File: config.mk
export PLATFORM = sky130hd
export DESIGN_NAME = sdram_arbiter
export DESIGN_NICKNAME = d
export VERILOG_FILES = /design/src/rtl/sdram_arbiter.sv
export SDC_FILE = /design/constraint.sdc
export NUM_CORES = 1
export LEC_CHECK = 0
export ABC_AREA = 1
export CORE_ASPECT_RATIO = 0.6
export CORE_MARGIN = 2
export CORE_UTILIZATION = 24
export DETAILED_ROUTE_END_ITERATION = 7
export PLACE_DENSITY = 0.87
export SETUP_SLACK_MARGIN = 0.15
export SKIP_LAST_GASP = 1
export SLEW_MARGIN = 20
export SYNTH_ARGS = -nofsm -noshare
export SYNTH_HDL_FRONTEND = slang
export SYNTH_SLANG_ARGS = --single-unit
File: constraint.sdc
create_clock -name i_Clk -period 1.5 [get_ports i_Clk]
set_clock_uncertainty 0.05 [all_clocks]
set_input_delay 0.225 -clock i_Clk [delete_from_list [all_inputs] [get_ports i_Clk]]
set_output_delay 0.225 -clock i_Clk [all_outputs]
set_load 0.005 [all_outputs]
File: src/rtl/sdram_arbiter.sv
// rtl/sdram_arbiter.sv - SDRAM ownership arbiter between initializer, frame reader and processor
// Frame reader has priority; a processor transaction in flight always completes before handover.
module sdram_arbiter #(
    parameter int          READ_BURST_LENGTH = 8,
    parameter logic [1:0]  CMD_NOP           = 2'd0,
    parameter logic [1:0]  CMD_READ          = 2'd1,
    parameter logic [1:0]  CMD_WRITE         = 2'd2
) (
    input  logic        i_Clk,
    input  logic        i_Rst_n,
    input  logic        i_Init_Done,
    input  logic [1:0]  i_Init_Command,
    input  logic [21:0] i_Init_Address,
    input  logic [31:0] i_Init_Write,
    input  logic        i_FR_Request,
    input  logic [1:0]  i_FR_Command,
    input  logic [21:0] i_FR_Address,
    input  logic        i_PR_Request,
    input  logic [1:0]  i_PR_Command,
    input  logic [21:0] i_PR_Address,
    input  logic [31:0] i_PR_Write,
    input  logic        i_Data_Read_Valid,
    input  logic        i_Data_Write_Done,
    output logic        o_FR_Grant,
    output logic        o_PR_Grant,
    output logic [1:0]  o_Owner,
    output logic [1:0]  o_Command,
    output logic [21:0] o_Data_Address,
    output logic [31:0] o_Data_Write
);
    localparam int CNT_W = $clog2(READ_BURST_LENGTH + 1);

    typedef enum logic [2:0] {
        ST_INIT,
        ST_IDLE,
        ST_FR_OWN,
        ST_PR_OWN,
        ST_TURN
    } state_t;

    state_t             state_q, state_d;
    logic               fr_grant_q, fr_grant_d;
    logic               pr_grant_q, pr_grant_d;
    logic               busy_q, busy_d;
    logic               rd_q, rd_d;
    logic [CNT_W-1:0]   beat_cnt_q, beat_cnt_d;
    logic [CNT_W-1:0]   beat_next;

    assign beat_next = beat_cnt_q + 1'b1;

    always_comb begin
        state_d        = state_q;
        busy_d         = busy_q;
        rd_d           = rd_q;
        beat_cnt_d     = beat_cnt_q;
        o_Owner        = 2'd3;
        o_Command      = CMD_NOP;
        o_Data_Address = '0;
        o_Data_Write   = '0;

        // Completion tracking; beats/done with nothing in flight fall through untouched.
        if (busy_q) begin
            if (rd_q && i_Data_Read_Valid) begin
                if (beat_next == CNT_W'(READ_BURST_LENGTH)) begin
                    busy_d     = 1'b0;
                    beat_cnt_d = '0;
                end else begin
                    beat_cnt_d = beat_next;
                end
            end else if (!rd_q && i_Data_Write_Done) begin
                busy_d = 1'b0;
            end
        end

        case (state_q)
            ST_INIT: begin
                o_Owner        = 2'd0;
                o_Command      = i_Init_Command;
                o_Data_Address = i_Init_Address;
                o_Data_Write   = i_Init_Write;
                if (i_Init_Done) state_d = ST_IDLE;
            end
            ST_IDLE, ST_TURN: begin
                if (i_FR_Request)      state_d = ST_FR_OWN;
                else if (i_PR_Request) state_d = ST_PR_OWN;
                else                   state_d = ST_IDLE;
            end
            ST_FR_OWN: begin
                o_Owner        = 2'd1;
                o_Command      = i_FR_Command;
                o_Data_Address = i_FR_Address;
                if (!busy_q) begin
                    if (!i_FR_Request) begin
                        state_d = ST_TURN;
                    end else if (i_FR_Command == CMD_READ || i_FR_Command == CMD_WRITE) begin
                        busy_d     = 1'b1;
                        rd_d       = (i_FR_Command == CMD_READ);
                        beat_cnt_d = '0;
                    end
                end
            end
            ST_PR_OWN: begin
                o_Owner        = 2'd2;
                o_Data_Address = i_PR_Address;
                o_Data_Write   = i_PR_Write;
                // Frame reader waiting: hold PR off as soon as the bus is quiet.
                if (!busy_q && i_FR_Request) begin
                    o_Command = CMD_NOP;
                    state_d   = ST_TURN;
                end else begin
                    o_Command = i_PR_Command;
                    if (!busy_q) begin
                        if (!i_PR_Request) begin
                            state_d = ST_TURN;
                        end else if (i_PR_Command == CMD_READ || i_PR_Command == CMD_WRITE) begin
                            busy_d     = 1'b1;
                            rd_d       = (i_PR_Command == CMD_READ);
                            beat_cnt_d = '0;
                        end
                    end
                end
            end
            default: begin
                state_d = ST_INIT;
            end
        endcase

        fr_grant_d = (state_d == ST_FR_OWN);
        pr_grant_d = (state_d == ST_PR_OWN);
    end

    always_ff @(posedge i_Clk or negedge i_Rst_n) begin
        if (!i_Rst_n) begin
            state_q    <= ST_INIT;
            fr_grant_q <= 1'b0;
            pr_grant_q <= 1'b0;
            busy_q     <= 1'b0;
            rd_q       <= 1'b0;
            beat_cnt_q <= '0;
        end else begin
            state_q    <= state_d;
            fr_grant_q <= fr_grant_d;
            pr_grant_q <= pr_grant_d;
            busy_q     <= busy_d;
            rd_q       <= rd_d;
            beat_cnt_q <= beat_cnt_d;
        end
    end

    assign o_FR_Grant = fr_grant_q;
    assign o_PR_Grant = pr_grant_q;

endmodule

; ---- Word level (Yosys, flattened, before mapping)
; Index checks and enable logic that the tools add are counted.
[op_classes]
add_sub_neg = 1
eq_ne = 18
mux = 45
n_reduce_logical = 11
[op_table]
columns = op, count
row1 = case mux 22 bit (3 select lines), 1
row2 = case mux 32 bit (2 select lines), 1
row3 = 2-to-1 mux 4 bit, 10
row4 = 2-to-1 mux 1 bit, 18
row5 = 2-to-1 mux 3 bit, 6
row6 = "inequality test 2 bit, second input constant", 7
row7 = "equality test 3 x 2 -> 1 bit, second input constant", 4
row8 = case mux 2 bit (3 select lines), 2
row9 = case mux 3 bit (4 select lines), 1
row10 = case mux 4 bit (2 select lines), 1
row11 = AND reduction 8 bit, 1
row12 = 2-to-1 mux 2 bit, 3
row13 = "adder 4 x 1 -> 4 bit, second input constant", 1
row14 = "equality test 2 x 1 -> 1 bit, second input constant", 2
row15 = "equality test 2 bit, second input constant", 2
row16 = "equality test 4 bit, second input constant", 1
row17 = case mux 1 bit (2 select lines), 2
row18 = "equality test 3 x 1 -> 1 bit, second input constant", 1
row19 = "equality test 3 bit, second input constant", 1
row20 = logical AND 1 bit, 3
row21 = logical NOT 3 bit, 1
row22 = logical NOT 1 bit, 2
row23 = logical OR 1 bit, 2
row24 = nonzero test 2 bit, 1
row25 = OR reduction 2 bit, 1
[totals]
ff_bits = 11
inputBits = 143
wordCells = 81

; ---- Depth between registers and ports, before layout
; Gate-level depths: netlist (run 1).
[logic_depth]
depth_word = 10
ltp_mapped = 8
ltp_nobuf = 7

; ---- Least setup slack after synthesis (run 1)
; OpenSTA, ideal clock, no wires.
[synth_path]
path_type = reg-to-output
startpoint = register state_q[2]
endpoint = output port o_Command[0]
t_arrival_ns = 1.085
path_slack_ns = 0.140
path_stages_with_launch = 8
n_path_buf = 2
path_cell_list = dfrtp_1 inv_2 nand2_4 nor2_4 buf_6 buf_2 nand2_1 nand3_1
[synth_via]
elab_chain_cells = 2
word_cells_on_any_way = 4
cone_classes = eq/ne (2) / mux (1) / reduce/logical (1)
[synth_rtl]
columns = item, line_no
row1 = "start, declared", 41  ; state_t state_q, state_d;
row2 = "start signal, assigned", 141  ; state_q <= state_d;
row3 = equality test 3 x 2 -> 1 bit / logical NOT 3 bit (equally long branches), 75  ; case (state_q)
row4 = case mux 2 bit (3 select lines) *, 75
row5 = "end, declared", 27  ; output logic [1:0] o_Command,
; Every way passes the cells marked *; elsewhere a longest branch is shown, timed or not.

; ---- Worst setup path in the final report (run 1)
[layout_path]
startpoint = register state_q[2]
endpoint = output port o_Data_Write[2]
[layout_via]
elab_chain_cells = 2
word_cells_on_any_way = 3
cone_classes = eq/ne (1) / mux (1) / reduce/logical (1)
[layout_rtl]
columns = item, line_no
row1 = equality test 3 x 2 -> 1 bit / logical NOT 3 bit (equally long branches), 75
row2 = case mux 32 bit (2 select lines) *, 75
row3 = "end, declared", 29  ; output logic [31:0] o_Data_Write
; Marks and branches as above.

==> flow_metrics.py, run 1 <==
metrics = {
    "place": {
        "hpwl_mm": 6.52,
        "numPortBuffers": 202,
        "pre_cts_slack_ns": -0.375,
        "gp_congestion": 0.824,
    },
    "timing": {
        "slew_headroom_pct": 64.3,
        "max_freq_mhz": 506,
        "worst_pin_slew_ns": 0.533,
        "tns_ns": -24.70,
        "fin_ws_ns": -0.477,
        "fin_crit_sh_pct": 132,
        "setup-violations-final": 68,
        "hold_viol_final": 0,
        "drv_slew": 0,
        "rsz0062_at_grt": "yes",
        "fin_crit_ns": 1.98,
        "whs_ns": 0.279,
    },
    "synth": {
        "synth_ff_type": "dfrtp_1",
        "synth_cells": 229,
        "ys_seq_area_share_pct": 19.2,
        "yosys.area.top_type_share_pct": 23.3,
        "synth_most_common_cell": "nand2_1",
        "synthesis.nets": 375,
        "synthTopCellsByCount": "nand2_1, a22o_1, nand3_1",
        "synth_edf_count": 0,
        "netlist.top_cell.by_area": "nand2_1",
        "ys_seq_elements": 11,
        "syn-cell-area_um2": 1440,
        "yosys_warnings": 0,
        "synth_cell_type_count": 24,
        "async_flop_share_pct": 100,
        "avgSynthCellArea_um2": 6.27,
        "synth_area_leaders": "nand2_1, a22o_1, dfrtp_1",
    },
    "clocking": {
        "path_clk_slew_ns": 0.05,
        "htree_num_levels": 1,
        "cts_buffers": 3,
        "root_buffer": "clkbuf_8",
        "clk_latency_ns": 0.25,
        "clock-sinks": 11,
        "cts.path.max_buffers": 2,
        "cts_tree": "yes",
        "hold_buffers": 0,
    },
    "status": {
        "status": "finished, violations left",
        "violations": "negative setup slack",
    },
    "power": {
        "powerDensity_nw_per_um2": 1710,
        "vdd_drop_max_uv": 783,
        "power.leakage_uw": 0.00224,
        "fin_total_pwr_uw": 7400,
    },
    "detailed_routing": {
        "antenna_left": 0,
        "initialDrtViolationCount": 158,
        "route.vias.total": 2707,
        "first_pass_iters": 4,
        "drc": 0,
        "drt-total-wl_mm": 10.2,
        "via_per_inst": 4.81,
        "wl_per_cell_um": 18.1,
    },
    "floorplan": {
        "core_area_um2": 5680,
        "ios": 203,
        "die_w_um": 104,
        "start_util_pct": 25.3,
        "die_h_um": 63.9,
        "rows": 21,
        "die_area_um2": 6630,
    },
    "cells_and_area": {
        "syn2layout_area_growth_pct": 202,
        "nFillCells": 394,
        "final_layout_size_suffix_gt1_share_pct": 31.9,
        "final_core_util_pct": 76.3,
        "antenna_cells": 0,
        "final_nets": 630,
    },
    "global_route": {
        "track_usage_pct": 24.4,
        "grt_pass1_vias": 2613,
        "grt_max_degree": 31,
        "antenna_found_initial": 0,
        "grt_overflow": 0,
        "grt_pass1_wl_mm": 13.0,
    },
    "critical_path": {
        "reg2reg_slack_ns": -0.40,
        "critPathRequiredTime_ns": 1.22,
        "critPathMaxFanout": 7,
        "timing.critical_path.from_type": "register",
        "r2r-end": "rd_q",
        "rr_startpoint": "state_q[2]",
        "crit_arrival_ns": 1.70,
        "rr_worst_depth": 14,
        "cp-end-kind": "output pin",
        "critical_path_class": "register to output pin",
    },
    "worst_hold_path": {
        "min_path_type": "primary input to asynchronous set/reset pin",
    },
    "run": {
        "drv_cap": 0,
    },
}
## worst max-delay path, stage by stage (launching register included)
cell	delay [ns]
dfrtp_1	0.41
inv_2	0.09
nand2_4	0.07
nor2_4	0.15
buf_6	0.15
buf_12	0.12
buf_8	0.11
buf_6	0.09
a22o_1	0.12
buf_2	0.12
## report_power, final
group          total [uW]  leakage (uW)  internal, uW  switching, uW
registers             546      0.000142           431            115
logic                6540       0.00207          3750           2790
clock network         314     0.0000228           188            126
## kinds of logic (layout without fill, tap and decap cells)
family / after synthesis / after routing / synth area share, %
adders and majority gates: 3 / 3 / 2.62
and+or+nand+nor: 139 / 139 / 42.7
DFF: 11 / 11 / 19.2
buffers and inverters: 33 / 287 / 11.6
xor gates and xnor gates: 1 / 1 / 0.610
AOI/OAI and AO/OA: 42 / 42 / 23.3
## through the flow
step           std cells  cell area (um^2)
6_report             563              4330
3_5_place_dp         517              3660
4_1_cts              530              3910
5_1_grt              563              4330
2_1_floorplan        229              1440
3_3_place_gp         517              3660
## cells in the final DEF (no fill, tap or decap), types with 3 or more instances in the layout
cell | synthesis | final
a22o_1 | 32 | 32
dlygate4sd2_1 | 0 | 3
clkbuf_2 | 0 | 25
nand2_1 | 89 | 72
nand3_2 | 1 | 5
nand2_2 | 1 | 13
clkbuf_8 | 0 | 3
buf_2 | 10 | 16
a21oi_1 | 5 | 4
nand2_4 | 1 | 4
buf_8 | 0 | 3
buf_6 | 4 | 22
inv_1 | 17 | 11
clkdlybuf4s50_1 | 0 | 139
buf_12 | 0 | 6
nor2_1 | 7 | 4
clkbuf_16 | 0 | 7
dlymetal6s2s_1 | 0 | 17
dfrtp_1 | 11 | 11
buf_4 | 0 | 23
nand3_1 | 31 | 26
inv_2 | 2 | 6
nor2_4 | 3 | 5
## timing repair
| action | 4_1_cts | 5_1_grt |
|---|---|---|
| resized for setup | 42 | 168 |
| buffers inserted | 7 | 24 |
| endpoints found under the setup margin | 67 | 71 |
| pin swaps | 8 | 24 |
| gates cloned | 2 | 9 |
## cell type report
class | instances | area (um^2) | share of cell area (%)
inverter | 19 | 76.3 | 1.76
tap | 80 | 100 | 2.31
timing repair buffer | 264 | 2660 | 61.4
clock buffer | 4 | 45.0 | 1.04
multi-input combinational | 185 | 1170 | 27.1
sequential | 11 | 275 | 6.35
## registers in the layout (all words and copies together), names as in the netlist
signal and flops:
o_FR_Grant 1, beat_cnt_q 4, state_q 3, busy_q 1, rd_q 1, o_PR_Grant 1
## how the worst max path moves through the flow
stage                    start          endpoint  slack [ns]  cells past startpoint
floorplan           state_q[2]      o_Command[0]        0.14                      7
global placement    state_q[2]  o_Data_Write[17]       -0.35                      6
detailed placement  state_q[2]  o_Data_Write[22]       -0.38                      6
CTS                 state_q[2]   o_Data_Write[7]       -0.63                      6
global route        state_q[2]   o_Data_Write[0]       -0.53                      9
finish              state_q[2]   o_Data_Write[2]       -0.48                      9
## metal layers
| layer | GRT usage, % | up-vias | part of all wire [%] |
|---|---|---|---|
| met4 | 7.43 | 0 | 1.8 |
| met1 | 26.8 | 1233 | 41 |
| li1 | - | 1292 | - |
| met2 | 46.9 | 166 | 49 |
| met5 | 0 | - | 0 |
| met3 | 6.02 | 16 | 8.8 |
Power figures use the tool's default switching activity.
==> run 2: changes to the inputs <==
- CTS_CLUSTER_SIZE: unset -> 25
- GPL_TIMING_DRIVEN: unset -> 0
- SLEW_MARGIN: 20 -> unset
==> flow_metrics.py, run 2 (synthesis gave the netlist of run 1 again) <==
metrics = {
    "critical_path": {
        "crit_arrival_ns": 1.66,
        "crit_buf_inv": 7,
        "cp-end-kind": "output pin",
        "critPathMaxFanout": 5,
        "critPathRequiredTime_ns": 1.22,
        "timing.critical_path.from_type": "register",
        "cpPeakStageDelay_ns": 0.37,
        "critical_path_class": "register to output pin",
        "slowest_stage": "dfrtp_1",
        "cp_common_cell": "buf_6",
        "crit_family": "buffers and inverters",
        "path_cells": "inv_2 > nand2_4 > nor2_4 > buf_12 > buf_8 > buf_6 > buf_6 > buf_6 > nand2_4 > nand3_2 > buf_2",
    },
    "cells_and_area": {
        "final_nets": 629,
        "regArea_um2": 275,
        "layout_common_cells": "clkdlybuf4s50_1, nand2_1, buf_2",
        "instances_no_fill": 562,
        "final_layout_size_suffix_gt1_share_pct": 35.9,
        "regMostFlops": "beat_cnt_q",
        "final_common_cell": "clkdlybuf4s50_1",
        "antenna_cells": 0,
        "finish.instance_area_um2": 4160,
        "largestRegisters": "beat_cnt_q (4), state_q (3)",
        "nFillCells": 435,
        "syn2layout_area_growth_pct": 190,
        "final_core_util_pct": 73.2,
        "multiInputGateArea_um2": 1210,
        "largest_reg_flops": 4,
    },
    "global_route": {
        "grt_overflow": 0,
        "grt_max_degree": 12,
        "track_usage_pct": 26.4,
        "grt_pass1_vias": 2854,
        "grt_pass1_wl_mm": 14.1,
        "antenna_found_initial": 0,
    },
    "place": {
        "dp_cells": 511,
        "place_area_um2": 3560,
        "gp_congestion": 0.880,
        "pre_cts_slack_ns": -0.583,
        "numPortBuffers": 202,
        "hpwl_mm": 6.61,
    },
    "floorplan": {
        "rows": 21,
        "die_h_um": 63.9,
        "core_area_um2": 5680,
        "die_area_um2": 6630,
        "start_util_pct": 25.3,
        "ios": 203,
        "die_w_um": 104,
    },
    "timing": {
        "fin_ws_ns": -0.434,
        "worst_pin_slew_ns": 0.497,
        "drv_slew": 0,
        "slew_headroom_pct": 66.8,
        "fin_crit_ns": 1.93,
        "hold_viol_final": 0,
        "setup-violations-final": 57,
        "rsz0062_at_grt": "yes",
        "whs_ns": 0.266,
        "max_freq_mhz": 517,
        "fin_crit_sh_pct": 129,
    },
    "detailed_routing": {
        "wl_per_cell_um": 16.5,
        "antenna_left": 0,
        "via_per_inst": 4.80,
        "drc": 0,
        "route.vias.total": 2696,
        "first_pass_iters": 4,
        "drt-total-wl_mm": 9.28,
        "initialDrtViolationCount": 179,
    },
    "worst_hold_path": {
        "min_path_type": "primary input to asynchronous set/reset pin",
    },
    "power": {
        "power.leakage_uw": 0.00208,
        "vdd_drop_max_uv": 826,
        "powerDensity_nw_per_um2": 1630,
    },
    "clocking": {
        "cts_tree": "yes",
        "htree_num_levels": 1,
        "root_buffer": "clkbuf_8",
        "path_clk_slew_ns": 0.05,
        "clk_latency_ns": 0.24,
        "clock-sinks": 11,
        "cts.path.max_buffers": 2,
        "cts_buffers": 3,
    },
    "status": {
        "violations": "negative setup slack",
        "status": "finished, violations left",
    },
    "run": {
        "drv_cap": 0,
    },
}
[run 2: cell count changes in the layout (fill, tap and decap cells not counted), moves of 15 or more]
cell | before | now
clkbuf_2 | 25 | 1
dlymetal6s2s_1 | 17 | 2
buf_2 | 16 | 44
buf_6 | 22 | 40
[run 2: path summary, 6_finish.rpt]
path,cells past startpoint,startpoint,slack (ns),endpoint
max,11,state_q[0],-0.43,o_Data_Address[12]
min,1,i_Rst_n,0.27,beat_cnt_q[0]
max reg2reg,8,state_q[2],0.09,o_PR_Grant
min reg2reg,2,rd_q,0.50,rd_q
max in group asynchronous,1,i_Rst_n,0.80,o_PR_Grant
min in group i_Clk,2,rd_q,0.50,rd_q
[run 2: power breakdown]
part	switching [uW]	leakage, uW	internal [uW]	total [uW]
clock network	119	0.0000228	187	307
registers	108	0.000142	431	539
logic	2610	0.00192	3320	5930
[run 2: cell type report]
| cell class | instances | area share (%) |
|---|---|---|
| buffer | 14 | 3.88 |
| clock buffer | 4 | 1.08 |
| inverter | 19 | 1.72 |
| multi-input combinational | 185 | 29.2 |
| sequential | 11 | 6.62 |
| tap | 80 | 2.41 |
| timing repair buffer | 249 | 55.1 |
[run 2: stage by stage]
stage	TNS [ns]	total power, uW
after floorplan	0	2500
after global placement	-24.57	5060
after detailed placement	-25.76	5140
after CTS	-19.49	6360
after global routing	-23.13	7240
final	-19.31	6770
[run 2: metal layers]
metal / GRT usage [%] / share of wire (%)
met3: 5.61 / 7.4
met5: 0 / 0
met1: 29.7 / 38
met4: 6.93 / 1.8
met2: 51.0 / 52
[run 2: repair_timing]
item,in CTS,in global routing
pin swaps,23,20
buffers inserted,33,8
hold buffers,0,0
endpoints found under the setup margin,65,69
resized for setup,287,38
gates cloned,6,0
